[config.mk]
export PLATFORM = sky130hd
export DESIGN_NAME = ssriscv_fetch_ctrl
export DESIGN_NICKNAME = d
export VERILOG_FILES = /design/src/rtl/ssriscv_fetch_ctrl.sv
export SDC_FILE = /design/constraint.sdc
export NUM_CORES = 1
export LEC_CHECK = 0
export ABC_AREA = 1
export BUFFER_PORTS_ARGS = -buffer_cell sky130_fd_sc_hd__buf_2
export CAP_MARGIN = 20
export CORE_ASPECT_RATIO = 1.25
export CORE_UTILIZATION = 35
export CTS_BUF_LIST = sky130_fd_sc_hd__clkbuf_2
export CTS_CLUSTER_DIAMETER = 50
export CTS_CLUSTER_SIZE = 25
export DETAILED_ROUTE_END_ITERATION = 10
export GPL_ROUTABILITY_DRIVEN = 0
export SETUP_SLACK_MARGIN = 0.4
export SYNTH_ARGS = -nofsm -noshare
export SYNTH_HDL_FRONTEND = slang
export SYNTH_SLANG_ARGS = --single-unit
[constraint.sdc]
create_clock -name clk -period 7.5 [get_ports clk]
set_input_delay 0.375 -clock clk [delete_from_list [all_inputs] [get_ports clk]]
set_output_delay 0.375 -clock clk [all_outputs]
set_load 0.1 [all_outputs]
[src/rtl/ssriscv_fetch_ctrl.sv]
// ssriscv_fetch_ctrl: instruction fetch sequencer for the single-issue core.
// Owns the architectural PC and issues one imem request per instruction.
// It latches the fetched word and holds it until execute commits, then loads
// the next PC. Misaligned targets park the core in FAULT until reset.
// Also handles the halt request and the retired-instruction counter.
module ssriscv_fetch_ctrl #(
    parameter logic [31:0] RESET_PC = 32'h0000_0000
) (
    input  logic        clk,
    input  logic        rst,
    // instruction memory request / response
    output logic        imem_req_valid,
    input  logic        imem_req_ready,
    output logic [31:0] imem_addr,
    input  logic        imem_rsp_valid,
    input  logic [31:0] imem_rdata,
    // decode / execute side
    output logic [31:0] pc_now,
    output logic [31:0] inst,
    output logic        inst_valid,
    input  logic        commit,
    input  logic [31:0] pc_next,
    // control and status
    input  logic        halt_req,
    output logic        halted,
    output logic        misalign,
    output logic [31:0] instret
);

    typedef enum logic [2:0] {
        S_IDLE,
        S_REQ,
        S_WAIT,
        S_EXEC,
        S_HALT,
        S_FAULT
    } state_t;

    state_t      state_q, state_d;
    logic [31:0] pc_q, pc_d;
    logic [31:0] inst_q, inst_d;
    logic [31:0] instret_q, instret_d;
    logic        misalign_q, misalign_d;

    // A committed target is accepted only if it is word aligned.
    logic target_misaligned;
    assign target_misaligned = (pc_next[1:0] != 2'b00);

    // Next-state and datapath update; every register holds unless its state acts on it.
    always_comb begin
        state_d    = state_q;
        pc_d       = pc_q;
        inst_d     = inst_q;
        instret_d  = instret_q;
        misalign_d = misalign_q;
        case (state_q)
            // One-cycle settle after reset; halt_req is sampled here.
            S_IDLE: begin
                state_d = halt_req ? S_HALT : S_REQ;
            end
            // Request held with a stable address until memory accepts it.
            S_REQ: begin
                if (imem_req_ready) begin
                    state_d = S_WAIT;
                end
            end
            // Outstanding request: wait as long as it takes, halt cannot abandon it.
            S_WAIT: begin
                if (imem_rsp_valid) begin
                    inst_d  = imem_rdata;
                    state_d = S_EXEC;
                end
            end
            // Instruction presented to execute; pc_next only matters on commit.
            S_EXEC: begin
                if (commit) begin
                    if (target_misaligned) begin
                        misalign_d = 1'b1;
                        state_d    = S_FAULT;
                    end else begin
                        pc_d      = pc_next;
                        instret_d = instret_q + 32'd1;
                        state_d   = halt_req ? S_HALT : S_REQ;
                    end
                end
            end
            // Parked; resumes by fetching the already-loaded pc_now.
            S_HALT: begin
                if (!halt_req) begin
                    state_d = S_REQ;
                end
            end
            // Terminal until reset.
            S_FAULT: begin
                state_d = S_FAULT;
            end
            default: begin
                state_d = S_IDLE;
            end
        endcase
    end

    // State and datapath registers with asynchronous reset.
    always_ff @(posedge clk or posedge rst) begin
        if (rst) begin
            state_q    <= S_IDLE;
            pc_q       <= RESET_PC;
            inst_q     <= 32'h0000_0000;
            instret_q  <= 32'h0000_0000;
            misalign_q <= 1'b0;
        end else begin
            state_q    <= state_d;
            pc_q       <= pc_d;
            inst_q     <= inst_d;
            instret_q  <= instret_d;
            misalign_q <= misalign_d;
        end
    end

    // Outputs are either registers or pure decodes of the current state.
    assign imem_req_valid = (state_q == S_REQ);
    assign imem_addr      = pc_q;
    assign pc_now         = pc_q;
    assign inst           = inst_q;
    assign inst_valid     = (state_q == S_EXEC);
    assign halted         = (state_q == S_HALT);
    assign misalign       = misalign_q;
    assign instret        = instret_q;

endmodule

==> results.md, run 1 <==
* Result of the run: finished, final reports clean
* Max-cap viol count at 0
* Hold Startpoint: halt_req
* Sequential share of the synthesized area at 51.5%
* DP HPWL at 9120 um
* Placed Cells at 853
* Pins Over Slew Limit at 0
* Worst min path class: input pin to register
* Fraction of layout cells with a size suffix above 1 at 34.8%
* Yosys cell types at 26
* Final Skew at 0.0257 ns
* Critical Path Fanout Max at 6
* Max Freq at 419 MHz
* Initial DRT Pass Iterations at 4
* Gr usage total at 18.6%
* Tmin final at 2.39 ns
* Mapped Area at 0.00486 mm^2
* Least-Margin Pin Slew at 0.864 ns
* Fin cells at 934
* Post-CTS setup buffers at 0
* Core Rows at 47
* Critical path type: register to output pin
* Maximum clock insertion buffer count at 2
* CTS tree: done
* Routed Wire Length at 13100 um
* Syn-to-layout area delta at 34.7%
* # setup viols final at 0
* Vias in the first global route at 4173
* Number of buffers created by CTS at 9
* First-pass GRT wire length at 20800 um
* Startpoint class of the critical path: register
* Grt ovf at 0
* Post-Syn Instances at 523
* Fin nets at 828
* Mapped Nets at 594
* Setup TNS at 0 ns
* Die Wd at 107 um
* # IOs at 202
* Core area at 0.0134 mm^2
* Commonest non-fill, non-tap cell in the layout: buf_2
* Die ar. at 0.0144 mm^2
* CTS root buf: clkbuf_2
* H-tree depth at 3
* Relative slew slack at 42.3%
* Post-CTS Resized at 0
* Initial drt markers at 241
* DRC viols at 0
* Post-route ant nets at 0
* Avg WL per Cell at 14.1 um
* CTS Hold Bufs at 63
* Final Cycle Share at 31.8%
* CTS clk-pin slew, worst paths at 0.27 ns
* Worst Path Required at 7.12 ns
* Yosys reg bits at 100
* Largest net degree at the start of global routing at 54
* Via count at 4301
* Worst flop-to-flop path startpoint: state_q[2]
* CTS Sinks at 100
* YS warnings at 0
* Most frequent cells in the layout: 201 x buf_2, 182 x nand2_1, 100 x dfrtp_1
* Mapped Avg Cell Area at 9.29 um^2
* Port Buffer Count at 201
* RSZ-0062 raised after global routing: no
* Final hold vios at 0
* Worst setup path startpoint: state_q[0]
* Vias/cell at 4.60
* Initial antenna violation count at 1
* Critical Path End Type: output pin
* Die height at 134 um
* Arrival @ worst endpoint at 2.01 ns
* Starting Density at 36.2%
* Worst-skew pair later-pin latency at 0.57 ns
final cells by class:
| type | count | area (um^2) |
|---|---|---|
| well taps | 171 | 214 |
| clock inverters | 6 | 71.3 |
| diodes | 1 | 2.50 |
| multi-input cells | 339 | 1890 |
| flip-flops and latches | 100 | 2500 |
| repair buffers | 266 | 1660 |
| fillers | 1284 | 6860 |
| clock buffers | 10 | 50.0 |
| inverters | 41 | 156 |
worst max-delay path: stages, from the launching register on:
cell,delay [ns]
dfrtp_1,0.47
inv_1,0.13
nor3_1,0.33
buf_2,0.51
metrics by stage:
step	setup WS [ns]	area (um^2)	hold slack, ns	util [%]
final	5.11	6550	0.0660	48.8
after global placement	5.21	5770	0.459	43.1
after floorplan	4.23	4860	0.485	-
after detailed placement	5.16	5770	0.464	43.1
after global routing	4.98	6550	0.0174	48.8
after CTS	5.10	6530	0.00900	48.7
routing by layer:
layer  share of wire (%)  vias up  track usage (%)
li1                    -     2080                -
met1                  40     2049             21.2
met2                  53      146             33.4
met3                 4.6       26             3.82
met4                 2.4        0             7.84
met5                   0        -                0
synth_stat cells:
cell type  count  share of area, %
and2_1         2              0.26
nor2_2         7              0.90
inv_1         41               3.2
xnor2_1        3              0.54
buf_2          7              0.72
nand3_4        1              0.36
buf_6          3              0.70
nand3_1       21               2.2
o21ai_0        5              0.51
dfrtp_1      100                51
buf_4         33               5.1
a21oi_1        2              0.21
nor2_4         3              0.70
nand3_2        1              0.21
nand2_1      182                14
o21a_1         1              0.15
xor2_1        12               2.2
o21bai_1       2              0.31
nand3b_1       6              0.93
mux2_2         2              0.46
nor2_1        38               2.9
mux2_4        30               9.3
nand4_1       14               1.8
ha_1           1              0.26
nor3_1         5              0.51
nand2_2        1              0.13
worst paths after layout:
path / to / cells past startpoint / slack [ns]
setup / recovery: imem_req_valid / 3 / 5.11
hold reg to reg: misalign / 1 / 0.52
max in group asynchronous: imem_addr[26] / 4 / 5.97
min in group asynchronous: inst[3] / 3 / 0.36
setup reg to reg: instret[14] / 8 / 5.32
hold / removal: state_q[2] / 3 / 0.07
flip-flops by register name (all words and copies together) (netlist names):
register / flops
instret: 32
inst: 32
state_q: 3
imem_addr: 32
misalign: 1
cells by family (layout without fill, tap and decap cells):
| family | Yosys count | in the layout | share of synthesized area (%) |
|---|---|---|---|
| flops | 100 | 100 | 51.5 |
| compound gates | 10 | 10 | 1.18 |
| mux | 32 | 32 | 9.73 |
| xor+xnor | 15 | 15 | 2.70 |
| fa+ha+maj | 1 | 1 | 0.257 |
| other cells | 0 | 1 | 0 |
| buf+inv | 84 | 323 | 9.68 |
| simple gates | 281 | 281 | 24.9 |
Power of run 1 is not shown: default switching activity piles up to over one toggle a cycle in this logic, so the estimate is an artifact.
==> inputs of run 2 (changes only) <==
==> constraint.sdc (replaced) <==
create_clock -name clk -period 2.3 [get_ports clk]
set_input_delay 0.115 -clock clk [delete_from_list [all_inputs] [get_ports clk]]
set_output_delay 0.115 -clock clk [all_outputs]
set_load 0.1 [all_outputs]
==> run 2 against run 1 <==
Against the previous run: sequential cell count unchanged; non-clock buffer count increased by 19; sequential share of layout area decreased by 0.97 points; worst setup slack got worse by 4.6 ns; clock-buffer cell count decreased by 1; via count increased by 0.12%.
==> results.md, run 2 (synthesis results as in run 1) <==
* Max-cap viol count at 0 (unchanged)
* Final hold vios at 0 (unchanged)
* Die Wd at 107 um (unchanged)
* Crit-path slowest cell: dlygate4sd3_1
* CP delay by family, top: buffers and inverters
* Arrival @ worst endpoint at 2.38 ns (+0.37 ns)
* Initial drt markers at 194 (-20%)
* Slowest stage delay, CP at 0.56 ns (+0.05 ns)
* CTS root buf: clkbuf_2
* RSZ-0062 raised after global routing: no
* # setup viols final at 0 (unchanged)
* Initial antenna violation count at 1 (unchanged)
* Core Rows at 47 (unchanged)
* Critical Path End Type: register
* Die ar. at 0.0144 mm^2 (unchanged)
* Starting Density at 36.2% (unchanged)
* Least-Margin Pin Slew at 0.604 ns (-0.260 ns)
* Worst Path Required at 2.85 ns (-4.27 ns)
* H-tree depth at 3 (unchanged)
* FF+latch area at 0.00253 mm^2 (+1.0%)
* Final Cycle Share at 79.5%
* Syn-to-layout area delta at 39.6%
* Result of the run: finished, final reports clean
* DP HPWL at 9140 um (+0.28%)
* Port Buffer Count at 201 (unchanged)
* Via count at 4306 (+0.12%)
* Gr usage total at 18.7% (+0.082 points)
* CTS Sinks at 100 (unchanged)
* Vias/cell at 4.52 (-1.9%)
* Die height at 134 um (unchanged)
* # IOs at 202 (unchanged)
* Final Skew at 0.0370 ns (+0.0113 ns)
* Vias in the first global route at 4221 (+1.2%)
* Max Freq at 547 MHz
* Cell mode on critical path: nand2_1
* Final core utilization at 50.6% (+1.8 points)
* Fin cells at 953 (+2.0%)
* Area of the multi-input gates at 0.00190 mm^2 (+0.53%)
* Tmin final at 1.83 ns
* Critical Path Fanout Max at 11 (+5)
* Initial DRT Pass Iterations at 4 (unchanged)
* Routed Wire Length at 13100 um (about the same)
* Startpoint class of the critical path: register
* Fill cell count at 1263 (-1.6%)
* Setup TNS at 0 ns (unchanged)
* CTS clk-pin slew, worst paths at 0.33 ns (+0.06 ns)
* Post-route ant nets at 0 (unchanged)
* Worst min path class: input pin to async pin
* Maximum clock insertion buffer count at 2 (unchanged)
* Core area at 0.0134 mm^2 (unchanged)
* Fraction of layout cells with a size suffix above 1 at 37.8% (+3.0 points)
* Pins Over Slew Limit at 0 (unchanged)
* Critical path type: register to register
* Grt ovf at 0 (unchanged)
* Placed Cells at 857 (+0.47%)
* CP cell instances: inv_1 -> nand4_1 -> nor2_4 -> buf_12 -> nand2_1 -> dlygate4sd3_1 -> nand2_1
* Commonest non-fill, non-tap cell in the layout: buf_2
* DRC viols at 0 (unchanged)
* First-pass GRT wire length at 21000 um (+1.0%)
* Number of buffers created by CTS at 9 (unchanged)
* Buf/Inv on CP at 3 (+1)
* Fin nets at 847 (+2.3%)
* Worst-skew pair later-pin latency at 0.60 ns (+0.03 ns)
* CTS tree: done
* Largest net degree at the start of global routing at 72 (+33%)
* Avg WL per Cell at 13.8 um (-2.0%)
* Most frequent cells in the layout: 198 x buf_2, 182 x nand2_1, 80 x dfrtp_1
* Relative slew slack at 59.4% (+17 points)
-- run 2: cell count changes in the layout (fill, tap and decap cells not counted), sizes merged --
cell / delta
dlygate4sd3: +11
clkbuf: -1
bufinv: -1
buf: +8
clkinv: +2
-- run 2: final cells by class --
cell class,count,share of cell area (%)
sequential,100,37.2
clock inverter,7,0.996
multi-input combinational,339,28.0
tap,171,3.15
clock buffer,9,0.664
antenna,1,0.0369
inverter,41,2.32
timing repair buffer,285,27.6
-- run 2: worst reg2reg max path, delay by kind of cell, from the launching register on --
kind	cells	cell delay [ns]
buf+inv	3	0.84
flops	1	0.52
simple gates	4	0.46
-- run 2: per-stage QoR --
| step | worst slack [ns] | cell area [um^2] | hold slack [ns] |
|---|---|---|---|
| floorplan | -0.0363 | 4900 | 0.225 |
| global placement | 0.643 | 5860 | 0.279 |
| detailed placement | 0.580 | 5860 | 0.282 |
| CTS | 0.370 | 6720 | 0.118 |
| global route | 0.410 | 6790 | 0.112 |
| finish | 0.471 | 6790 | 0.124 |
-- run 2: routing by layer --
| metal | wire [um] | share of wire (%) | vias to the layer above | global-route usage, % |
|---|---|---|---|---|
| li1 | - | - | 2128 | - |
| met1 | 5290 | 40 | 2006 | 22.4 |
| met2 | 6970 | 53 | 144 | 33.0 |
| met3 | 531 | 4.0 | 28 | 2.74 |
| met4 | 345 | 2.6 | 0 | 8.14 |
| met5 | 0 | 0 | - | 0 |
-- run 2: timing repair --
item | 4_1_cts | 5_1_grt
gates resized for setup | 3 | 4
endpoints found under the setup margin | 3 | 9
setup buffers | 0 | 5
cloned | 0 | 0
endpoints found under the hold margin | 180 | 0
hold buffers | 74 | 0
pin swaps | 0 | 1
-- run 2: final timing paths --
check,start,end,slack (ns),cells past startpoint
min,rst,imem_addr[28],0.12,4
min in group clk,pc_next[28],imem_addr[28],0.22,4
max in group asynchronous,rst,instret[7],1.82,4
min reg2reg,instret[12],instret[12],0.52,1
max,state_q[2],imem_addr[3],0.47,7
max reg2reg,state_q[2],imem_addr[3],0.47,7
Power of run 2 is left out for the same reason.
